### config.mk
export PLATFORM = sky130hd
export DESIGN_NAME = serial_rfa_sequencer
export DESIGN_NICKNAME = d
export VERILOG_FILES = /design/src/rtl/serial_rfa_sequencer.sv
export SDC_FILE = /design/constraint.sdc
export NUM_CORES = 1
export LEC_CHECK = 0
export CAP_MARGIN = 10
export CORE_MARGIN = 1
export CORE_UTILIZATION = 52
export CTS_CLUSTER_SIZE = 8
export DETAILED_ROUTE_END_ITERATION = 7
export GPL_ROUTABILITY_DRIVEN = 0
export PLACE_DENSITY = 0.92
export RECOVER_POWER = 100
export SKIP_LAST_GASP = 1
export SLEW_MARGIN = 0
export SYNTH_ARGS = -nofsm -noshare
export SYNTH_HDL_FRONTEND = slang
export SYNTH_SLANG_ARGS = --single-unit
### constraint.sdc
create_clock -name clk -period 2.1 [get_ports clk]
set_input_delay 0.42 -clock clk [delete_from_list [all_inputs] [get_ports clk]]
set_output_delay 0.42 -clock clk [all_outputs]
set_load 0.05 [all_outputs]
### src/rtl/serial_rfa_sequencer.sv
// rtl/serial_rfa_sequencer.sv - bit-serial add/sub sequencer around one external reversible full adder
// Optional subtract mode: define SERIAL_SUB_EN.
module serial_rfa_sequencer #(
    parameter int WIDTH = 8
) (
    input  logic             clk,
    input  logic             rst,
    input  logic             in_valid,
    output logic             in_ready,
    input  logic [WIDTH-1:0] op_a,
    input  logic [WIDTH-1:0] op_b,
`ifdef SERIAL_SUB_EN
    input  logic             op_sub,
`endif
    output logic             out_valid,
    input  logic             out_ready,
    output logic [WIDTH-1:0] sum,
    output logic             carry_out,
    output logic             busy,
    output logic             fa_a,
    output logic             fa_b,
    output logic             fa_cin,
    output logic             fa_ctrl,
    input  logic             fa_s,
    input  logic             fa_cout
);

    localparam int CW = $clog2(WIDTH + 1);

    typedef enum logic [1:0] {
        IDLE,
        RUN,
        DONE
    } state_t;

    state_t           state, state_nxt;
    logic [WIDTH-1:0] a_sr, b_sr, sum_sr;
    logic             carry_reg;
    logic [CW-1:0]    bit_cnt;
    logic             sub_mode;
    logic             last_bit;
    logic             start;

`ifdef SERIAL_SUB_EN
    logic sub_reg;
    assign sub_mode = sub_reg;
`else
    assign sub_mode = 1'b0;
`endif

    assign last_bit  = (bit_cnt == CW'(WIDTH - 1));
    assign start     = (state == IDLE) && in_valid;
    assign sum       = sum_sr;
    assign carry_out = carry_reg;
    // Ctrl=1 would invert Cout inside the adder; plain addition needs it low.
    assign fa_ctrl   = 1'b0;

    always_comb begin
        state_nxt = state;
        in_ready  = 1'b0;
        out_valid = 1'b0;
        busy      = 1'b0;
        fa_a      = 1'b0;
        fa_b      = 1'b0;
        fa_cin    = 1'b0;
        case (state)
            IDLE: begin
                in_ready = 1'b1;
                if (in_valid) state_nxt = RUN;
            end
            RUN: begin
                busy   = 1'b1;
                fa_a   = a_sr[0];
                fa_b   = b_sr[0] ^ sub_mode;
                fa_cin = carry_reg;
                if (last_bit) state_nxt = DONE;
            end
            DONE: begin
                out_valid = 1'b1;
                if (out_ready) state_nxt = IDLE;
            end
            default: state_nxt = IDLE;
        endcase
    end

    always_ff @(posedge clk) begin
        if (rst) begin
            state     <= IDLE;
            a_sr      <= '0;
            b_sr      <= '0;
            sum_sr    <= '0;
            carry_reg <= 1'b0;
            bit_cnt   <= '0;
`ifdef SERIAL_SUB_EN
            sub_reg   <= 1'b0;
`endif
        end else begin
            state <= state_nxt;
            if (start) begin
                a_sr    <= op_a;
                b_sr    <= op_b;
                bit_cnt <= '0;
`ifdef SERIAL_SUB_EN
                sub_reg   <= op_sub;
                carry_reg <= op_sub;
`else
                carry_reg <= 1'b0;
`endif
            end else if (state == RUN) begin
                // Result bits enter at the MSB so the LSB-first stream lands in place after WIDTH shifts.
                sum_sr    <= (sum_sr >> 1) | (WIDTH'(fa_s) << (WIDTH - 1));
                carry_reg <= fa_cout;
                a_sr      <= a_sr >> 1;
                b_sr      <= b_sr >> 1;
                bit_cnt   <= bit_cnt + 1'b1;
            end
        end
    end

endmodule
-- Yosys cells after proc, flatten, opt, wreduce, memory -nomap -nowiden
Index checks and enable logic that the tools add are counted.
- flip-flop bits (word level): 31
- output and inout bits: 16
- add/sub/neg operators: 1
- equal/unequal tests: 6
- multiplexer cells: 14
- bitwise gates (word level): 2
- reductions and logical operators: 6
- operators by type and width (operator ; number):
    two-way mux 8 bit ; 4
    OR 7 x 8 -> 8 bit ; 1
    two-way mux 1 bit ; 6
    two-way mux 2 bit ; 3
    inequality test 2 bit (second input constant) ; 3
    case mux 2 bit (3 select lines) ; 1
    adder 4 x 1 -> 4 bit (second input constant) ; 1
    == test 4 x 3 -> 1 bit (second input constant) ; 1
    AND reduction 3 bit ; 1
    == test 2 x 1 -> 1 bit (second input constant) ; 1
    == test 2 bit (second input constant) ; 1
    zero test 2 bit ; 1
    AND reduction 2 bit ; 1
    nonzero test 2 bit ; 1
    OR reduction 2 bit ; 1
    logical AND 1 bit ; 1
    inverter 1 bit ; 1

-- Depth between registers and ports, before layout
- depth in word-level cells: 4
- depth in mapped cells: 6
- mapped depth without buffers: 4

-- Worst setup path after synthesis
No wires, ideal clock.
- kind: reg2out
- start point: reg state[1]
- end point: out fa_a
- arrival time: 1.383 ns
- data required time: 1.680 ns
- setup slack: 0.297 ns
- cell stages (with the launch flop): 5
- path through: dfxtp_1 > nand2b_1 > buf_2 > buf_2 > nor2_1
- longest elaborated chain between the ends: 2
- RTL lines (item ; line ; RTL):
    start, declared ; 36 ; state_t state, state_nxt;
    start signal, assigned ; 98 ; state <= state_nxt;
    == test 2 x 1 -> 1 bit ; 66 ; case (state)
    two-way mux 1 bit ; 66 ;
    end, declared ; 20 ; output logic fa_a,
No other way between the ends.

-- Worst setup path after layout
- start point: reg sum_sr[2] (netlist: sum[2])
- end point: out sum[2]
- RTL lines (item ; line ; RTL):
    start, declared ; 37 ; logic [WIDTH-1:0] a_sr, b_sr, sum_sr;
    start signal, assigned ; 111 ; sum_sr <= (sum_sr >> 1) | (WIDTH'(fa_s) << (WIDTH - 1));
    end, declared ; 17 ; output logic [WIDTH-1:0] sum,
No word-level cell between the ends.

==> run_results.csv <==
group,metric,value,unit
synth,synth_nets,212,
setup_path,criticalPathCategory,"reg2out",
routing,drtIter0Drc,36,
final_layout,syn2layout_area_growth,26.71,%
floorplan,fp.dieW,55.44,um
global_route,grt_start_max_net_pins,32,
setup_path,cp_slowest_cell,"dlygate4sd3_1",
synth,synthFlopType,"dfxtp_1",
routing,first_pass_iters,4,
clock_network,clkTransAtPathRegs,0.09,ns
power,swShare,28.54,%
setup_path,critPathRequiredTime,1.68,ns
synth,synthArstFlopShare,0,%
run_status,status,"finished, final reports clean",
clock_network,numCtsBuffers,5,
final_layout,antenna_cells,0,
placement,hpwl,2.148,mm
timing,drv_slew,0,
setup_path,start_kind,"flip-flop",
synth,synth_edf_count,0,
power,p_int,856.3,uW
routing,ant_nets,0,
power,p_clk_share,27.5,%
final_layout,fin_nets,248,
setup_path,slowest_delay,0.88,ns
floorplan,row_count,19,
final_layout,multi_input_area,726.9,um2
global_route,antenna_found_initial,0,
synth,yosysWarnings,0,
synth,synth_top_cell_by_area,"dfxtp_1",
setup_path,cp.arrival,1.56,ns
timing,rsz0062_at_grt,"no",
clock_network,cts_buffer_depth,2,
clock_network,ctsResizeCount,0,
synth,postSynthAreaPerCell,7.858,um2
power,powerDensity,636.8,nW/um2
clock_network,cts-root-buf,"clkbuf_4",
synth,synthesis.area,1485,um2
power,ir_drop,0.4853,mV
timing,post-route-min-period,1.982,ns
setup_path,path_cells,"dlygate4sd3_1",
routing,wl,3.186,mm
clock_network,cts_hold_buf,0,
final_layout,fin_area,1882,um2
timing,finalSetupViolCount,0,
synth,ys_ff_latch,31,
final_layout,drive_gt1_share,14.16,%
clock_network,cts.sinks,31,
clock_network,post_cts_buffers,0,
final_layout,regArea,620.6,um2
global_route,grt_pass1_vias,1346,
routing,avgRoutedWirePerCell,12.40,um
routing,drc,0,
routing,viasPerCell,5.541,
placement,numPortBuffers,36,
setup_path,critPathTopFamily,"buffers and inverters",
floorplan,fp.dieH,55.44,um
final_layout,nFillCells,229,
floorplan,dieArea,3074,um2
power,p_comb_share,18.8,%
floorplan,start_util,54.32,%
power,power,1.198,mW
timing,slew_headroom,48.61,%
power,seq_power_share,53.7,%
clock_network,htree_num_levels,2,
floorplan,io_pins,38,
synth,ys_seq_area_share,41.79,%
final_layout,final_cells,257,
timing,hold_violations,0,
synth,synthTopCellsByArea,"dfxtp_1 (42%), a21oi_1 (12%), o221a_2 (9.9%), nor2_1 (6.3%), nand2_1 (5.1%)",
timing,setup_ws,0.1179,ns
routing,num_vias,1424,
timing,clock.fmax,0.5045,GHz
power,p_leak,0.7734,nW
global_route,grt_first_pass_wirelength,5.630,mm
power,power.switching,342.0,uW
setup_path,end_kind,"primary output",
final_layout,final_core_util,68.83,%
timing,clock-skew-final,0.01671,ns
min_path,hp-class,"reg2reg",
timing,tightest_slew,0.7709,ns
global_route,grt-ovfl-total,0,
clock_network,clkLatencyLatePin,0.33,ns
placement,dp_worst_setup_slack,0.2622,ns
synth,ys_types,29,
synth,synth_top_area_share,41.79,%
global_route,gr-usage-all-layers,22.77,%
placement,dp_cells,249,
timing,hold_ws,0.4589,ns
timing,fin_crit_sh,94.39,%
setup_path,path_buf_inv,1,
timing,tns,0,ns
floorplan,core,2734,um2
synth,synthCells,189,
setup_path,worstPathMaxFanout,3,
clock_network,cts_tree,"built",
placement,post_dp_cell_area,1868,um2
flow_run,maxCapViolations,0,
-- Yosys cell counts (3+ instances only) --
| master | count |
|---|---|
| a21oi_1 | 36 |
| dfxtp_1 | 31 |
| nor2_1 | 25 |
| nand2_1 | 20 |
| inv_1 | 15 |
| o221a_2 | 13 |
| buf_2 | 11 |
| nor2b_1 | 6 |
| o22a_1 | 4 |
| clkbuf_1 | 3 |
| nand2b_1 | 3 |
-- worst paths after layout --
check	start	end	slack, ns	cells past startpoint
worst min register to register	sum[0]	sum[0]	0.46	2
worst max register to register	state[1]	a_sr[0]	0.81	4
worst max-delay path	sum[2]	sum[2]	0.12	1
worst min-delay path	sum[0]	sum[0]	0.46	2
-- metal layers --
layer  track usage, %  part of all wire [%]  wire [um]
met5                0                     0          0
met1            26.04                    48       1518
met2            40.45                    47       1495
met3            5.386                   4.4        141
met4            9.286                  0.91         29
-- kinds of logic after synthesis --
kind of cell / synth area share (%)
AO/OA/AOI/OAI: 27.97
adder cells (fa/ha/maj): 0.8423
AND/OR/NAND/NOR: 19.21
other: 0.2525
multiplexers: 0.6740
flip-flops: 41.79
buffers and inverters: 9.266
-- flip-flops by register name (all words and copies together) (netlist names) --
signal and cells:
a_sr 8, b_sr 8, bit_cnt 4, carry_out 1, state 2, sum 8
-- power groups by stage --
stage	clock, mW	combinational, mW	sequential (mW)
after floorplan	0	0.144	0.662
after global placement	0	0.226	0.657
after detailed placement	0	0.230	0.657
after CTS	0.338	0.231	0.644
after global routing	0.360	0.248	0.649
final	0.330	0.225	0.644
-- area by class of cell --
cell class,instances,share of cell area (%)
clock buffer,7,2.394
clock inverter,1,0.2660
inverter,15,2.992
multi-input combinational,127,38.63
sequential,31,32.98
tap,31,2.061
timing repair buffer,45,20.68
-- cell usage in the layout (no fill, tap or decap), drive strengths merged, types with 7 or more instances in the layout --
cell,n
nand2,20
o221a,13
a21oi,36
nor2,25
clkdlybuf4s50,21
dlygate4sd3,9
inv,15
buf,7
dfxtp,31
clkbuf,15
Note: power is estimated with default switching activity, not from simulation.
